===== src/rtl/fifo_txuart.sv =====
// Buffered 8N1 UART transmitter: strobe/busy write port into a 2^LGFIFO-byte FIFO,
// drained back-to-back by a baud-rate serializer (start, 8 data bits LSB first, stop).
module fifo_txuart #(
  parameter logic [23:0] CLOCKS_PER_BAUD = 24'd868,
  parameter int          LGFIFO          = 4
) (
  input  logic              i_clk,
  input  logic              i_reset,
  input  logic              i_wr,
  input  logic [7:0]        i_data,
  output logic              o_busy,
  output logic [LGFIFO:0]   o_fill,
  output logic              o_idle,
  output logic              o_uart_tx
);

  localparam int              DEPTH  = 1 << LGFIFO;
  localparam logic [LGFIFO:0] FULL   = (LGFIFO+1)'(DEPTH);
  localparam logic [LGFIFO:0] ONE    = (LGFIFO+1)'(1);
  localparam logic [LGFIFO-1:0] PONE = LGFIFO'(1);
  localparam logic [23:0]     CPB_M1 = CLOCKS_PER_BAUD - 24'd1;

  typedef enum logic [1:0] {IDLE, START, DATA, STOP} state_t;

  logic [7:0]      mem [0:DEPTH-1];
  logic [LGFIFO:0] wr_ptr, rd_ptr, fill, fill_n;
  state_t          state, state_n;
  logic [23:0]     baud_cnt, baud_cnt_n;
  logic [3:0]      bit_idx, bit_idx_n;
  logic [7:0]      shreg, shreg_n;
  logic            tx_n, pop, wr_en;

  // Busy is the registered full flag, so a write is refused when full even if a pop coincides.
  assign wr_en  = i_wr && !o_busy;
  assign o_fill = fill;

  always_comb begin
    fill_n = fill;
    case ({wr_en, pop})
      2'b10:   fill_n = fill + ONE;
      2'b01:   fill_n = fill - ONE;
      default: fill_n = fill;
    endcase
  end

  always_comb begin
    state_n    = state;
    baud_cnt_n = (baud_cnt == 24'd0) ? 24'd0 : baud_cnt - 24'd1;
    bit_idx_n  = bit_idx;
    shreg_n    = shreg;
    tx_n       = o_uart_tx;
    pop        = 1'b0;
    case (state)
      IDLE: begin
        if (fill != '0) begin
          pop        = 1'b1;
          shreg_n    = mem[rd_ptr[LGFIFO-1:0]];
          tx_n       = 1'b0;
          baud_cnt_n = CPB_M1;
          state_n    = START;
        end
      end
      START: begin
        if (baud_cnt == 24'd0) begin
          tx_n       = shreg[0];
          shreg_n    = {1'b0, shreg[7:1]};
          bit_idx_n  = 4'd0;
          baud_cnt_n = CPB_M1;
          state_n    = DATA;
        end
      end
      DATA: begin
        if (baud_cnt == 24'd0) begin
          baud_cnt_n = CPB_M1;
          if (bit_idx == 4'd7) begin
            tx_n    = 1'b1;
            state_n = STOP;
          end else begin
            tx_n      = shreg[0];
            shreg_n   = {1'b0, shreg[7:1]};
            bit_idx_n = bit_idx + 4'd1;
          end
        end
      end
      STOP: begin
        // Chain straight into the next start bit so frames run back-to-back.
        if (baud_cnt == 24'd0) begin
          if (fill != '0) begin
            pop        = 1'b1;
            shreg_n    = mem[rd_ptr[LGFIFO-1:0]];
            tx_n       = 1'b0;
            baud_cnt_n = CPB_M1;
            state_n    = START;
          end else begin
            state_n = IDLE;
          end
        end
      end
      default: state_n = IDLE;
    endcase
  end

  always_ff @(posedge i_clk) begin
    if (wr_en)
      mem[wr_ptr[LGFIFO-1:0]] <= i_data;
  end

  always_ff @(posedge i_clk or posedge i_reset) begin
    if (i_reset) begin
      state     <= IDLE;
      baud_cnt  <= 24'd0;
      bit_idx   <= 4'd0;
      shreg     <= 8'd0;
      o_uart_tx <= 1'b1;
      wr_ptr    <= '0;
      rd_ptr    <= '0;
      fill      <= '0;
      o_busy    <= 1'b0;
      o_idle    <= 1'b1;
    end else begin
      state     <= state_n;
      baud_cnt  <= baud_cnt_n;
      bit_idx   <= bit_idx_n;
      shreg     <= shreg_n;
      o_uart_tx <= tx_n;
      fill      <= fill_n;
      o_busy    <= (fill_n == FULL);
      o_idle    <= (state_n == IDLE) && (fill_n == '0);
      if (wr_en)
        wr_ptr <= {1'b0, wr_ptr[LGFIFO-1:0] + PONE};
      if (pop)
        rd_ptr <= {1'b0, rd_ptr[LGFIFO-1:0] + PONE};
    end
  end

endmodule

===== config.mk =====
export PLATFORM = sky130hd
export DESIGN_NAME = fifo_txuart
export DESIGN_NICKNAME = d
export VERILOG_FILES = /design/src/rtl/fifo_txuart.sv
export SDC_FILE = /design/constraint.sdc
export NUM_CORES = 1
export LEC_CHECK = 0
export CAP_MARGIN = 10
export CORE_ASPECT_RATIO = 0.75
export CORE_MARGIN = 2
export CORE_UTILIZATION = 45
export DETAILED_ROUTE_END_ITERATION = 12
export GPL_TIMING_DRIVEN = 0
export PLACE_DENSITY_LB_ADDON = 0.08
export SLEW_MARGIN = 20
export SYNTH_ARGS = -nofsm -noshare
export SYNTH_HDL_FRONTEND = slang
export SYNTH_SLANG_ARGS = --single-unit

===== constraint.sdc =====
create_clock -name i_clk -period 3.7 [get_ports i_clk]
set_input_delay 0.555 -clock i_clk [delete_from_list [all_inputs] [get_ports i_clk]]
set_output_delay 0.555 -clock i_clk [all_outputs]
set_load 0.1 [all_outputs]

==> impl_metrics.csv <==
group,metric,value,unit
status,outcome,"finished, final reports clean",
synthesis,syn_inst,573,
pwr,leakage,3.28,nW
timing,post-route-worst-setup-slack,0.213,ns
detailed_routing,drt-pass1-iter-count,4,
synthesis,ys_types,54,
cells_and_area,fill_cells,1492,
worst_setup_path,slowest_stage,"or4_4",
detailed_routing,first_iter_violations,416,
timing,worstMarginPinSlew,0.981,ns
job,maxCapViolCount,0,
timing,timing.max_slew.rel_slack,0.344,
worst_setup_path,crit_path_start_kind,"flip-flop",
global_routing,grt_max_degree,55,
global_routing,grt_use_total,0.201,
clock_network,tritoncts,"yes",
timing,totalNegativeSetupSlack,0,ns
timing,hold-worst-slack,0.488,ns
clock_network,clkLatencyLatePin,0.44,ns
die,die_w,158,um
worst_setup_path,data_required_time_of_the_worst_path,4.04,ns
global_routing,grt-ovfl-total,0,
worst_setup_path,arrival,3.83,ns
worst_setup_path,worst-path-max-fanout,7,
synthesis,synth_flop_cell,"edfxtp_1",
timing,achievable-frequency,0.287,GHz
worst_setup_path,worstSetupPathType,"reg -> reg",
clock_network,post_cts_resized,3,
placed_design,dp_worst_setup_slack,-0.307,ns
die,die-height,120,um
synthesis,yosysWarningCount,0,
clock_network,cts_buffers,17,
synthesis,post-synth-top-area-cell,"edfxtp_1",
worst_setup_path,critical_path.n_buffers_inverters,1,
timing,rsz0062_at_grt,"no",
cells_and_area,final_cell_count_no_fill,864,
cells_and_area,layout-area-overhead-vs-synth,14.4,%
placed_design,dp_hpwl,11.7,mm
global_routing,wire_length_of_the_first_global_routing_pass,27.7,mm
worst_setup_path,critical_path.endpoint_type,"flip-flop",
clock_network,cts_setup_buffers,0,
worst_hold_path,worstHoldPathType,"reg -> reg",
clock_network,clk_root_buffer_cell,"clkbuf_16",
clock_network,cts.sinks,182,
worst_setup_path,critical_path.cell_chain,"or4_4 > and4b_1 > buf_4 > a31o_4 > nand2_2 > xnor2_1 > ha_2 > nor2b_2 > a31oi_1 > or3_1 > a31oi_2 > xor2_2 > nor4b_4",
die,design.die.area,18900,um2
pwr,cellPowerDensity,799,nW/um2
timing,period_minus_slack,3.49,ns
cells_and_area,final_cell_area_excluding_filler_cells,9160,um2
cells_and_area,finish.net_count,634,
global_routing,grt.met3_usage,0.0495,
die,start_util,0.456,
detailed_routing,finalWirelength,17.7,mm
worst_setup_path,cp_slowest_stage_delay,0.56,ns
detailed_routing,via_count,4802,
clock_network,h_tree_levels,4,
die,io_pins,19,
worst_setup_path,cpLargestDelayFamily,"simple AND/OR/NAND/NOR gates",
synthesis,synth_area_per_cell,14.0,um2
cells_and_area,antenna-diode-count,0,
global_routing,globalRoute.busiestLayer,"met1",
placed_design,gp_weighted_congestion,0.813,
synthesis,synth.area.top_cells,"edfxtp_1 48%, dfrtp_1 16%, mux4_2 5.3%, mux2i_1 2.9%, o21ai_0 2.5%",
clock_network,postCtsHoldBufs,0,
global_routing,grt_pass1_vias,4690,
timing,final-hold-violation-count,0,
synthesis,synth_seq_cells,182,
global_routing,globalRouteMet1Util,0.314,
die,core_area,17600,um2
detailed_routing,final_antenna_net_count,0,
pwr,post-layout-total-power,7.32,mW
synthesis,ys_seq_area_frac,0.649,
clock_network,buffers_from_clock_root_to_sink_at_most,2,
synthesis,async_flop_share,0.297,
cells_and_area,finish.utilization,0.522,
placed_design,placedInstanceArea,8490,um2
pwr,ir_worst_vdd,0.566,mV
timing,report.final.slew_viol_count,0,
synthesis,syn_area,8000,um2
synthesis,syn-num-nets,598,
clock_network,path_clk_slew,0.08,ns
detailed_routing,drcViolationCount,0,
placed_design,post-place-cells,833,
timing,worst_skew,0.0181,ns
detailed_routing,routedWlPerCell,20.5,um
placed_design,portBuffers,18,
global_routing,antenna_found_initial,0,
timing,period_share,0.942,
synthesis,synth-edff-count,128,
timing,finalSetupViolations,0,
global_routing,grt.met2_usage,0.283,
synthesis,synth_largest_type_area_fraction,0.480,
die,fp-row-count,42,
detailed_routing,detail_route.vias_per_cell,5.56,
cells_and_area,final_layout_size_suffix_gt1_frac,0.153,
==> power breakdown <==
group          switching, mW  internal [mW]
Combinational           1.73           1.01
Clock                  0.864          0.973
Sequential             0.226           2.52
==> per-layer routing <==
| layer | share of wire | up-vias | wire length [um] |
|---|---|---|---|
| met4 | 0.011 | 0 | 193 |
| met5 | 0 | - | 0 |
| met2 | 0.44 | 111 | 7720 |
| met3 | 0.048 | 14 | 843 |
| li1 | - | 2221 | - |
| met1 | 0.51 | 2456 | 8940 |
==> flip-flops by register name, indices dropped and copies added (netlist names) <==
signal	cells
o_idle	1
baud_cnt	24
state	2
wr_ptr	4
o_fill	5
o_busy	1
rd_ptr	4
o_uart_tx	1
bit_idx	4
mem	128
shreg	8
==> layout by cell type (no fill, tap or decap), types with 15 or more instances in the layout <==
cell type,count
a21oi_1,21
and2_1,18
clkbuf_1,15
clkbuf_16,17
clkdlybuf4s50_1,18
dfrtp_1,50
edfxtp_1,128
mux2i_1,23
mux4_2,19
nand2_1,40
nor2_1,41
o21ai_0,40
xnor2_1,21
==> synthesized netlist by cell type (all sizes together) (5+ instances only) <==
master / number
mux2i: 23
and2: 19
nor4: 6
nor3: 9
nor2: 41
o21ai: 40
dfrtp: 52
xor2: 11
mux4: 19
buf: 10
ha: 14
a21oi: 21
edfxtp: 128
a22oi: 8
mux2: 9
a221oi: 8
xnor2: 21
nand3: 12
or4: 5
nand2: 41
inv: 11
clkbuf: 16
==> final cells by class <==
type	count	area, um2	area share
Buffer	25	108	0.0117
Clock inverter	15	173	0.0188
Multi-Input combinational cell	354	2730	0.298
Sequential cell	182	5200	0.568
Clock buffer	17	425	0.0464
Timing Repair Buffer	18	180	0.0197
Tap cell	242	303	0.0331
Inverter	11	43.8	0.00478
==> final timing paths <==
check	cells after the start	startpoint	end	slack, ns
setup / recovery	13	baud_cnt[15]	o_busy	0.21
hold reg to reg	2	shreg[6]	shreg[6]	0.49
hold / removal	2	shreg[6]	shreg[6]	0.49
max in group asynchronous	2	i_reset	o_fill[0]	2.60
setup reg to reg	13	baud_cnt[15]	o_busy	0.21
min in group asynchronous	2	i_reset	baud_cnt[15]	0.58
==> tightest hold or removal path: stages, from the launching register on <==
cell and delay, ns:
dfrtp_1 0.34, nand2_1 0.05, o21ai_0 0.06
==> cell families after synthesis <==
logic type / share of synthesized area
simple gates: 0.107
xor+xnor: 0.0350
compound gates: 0.0727
flops: 0.649
fa+ha+maj: 0.0219
buf+inv: 0.0189
mux: 0.0949
No activity file was read; power rests on OpenSTA's default activity.
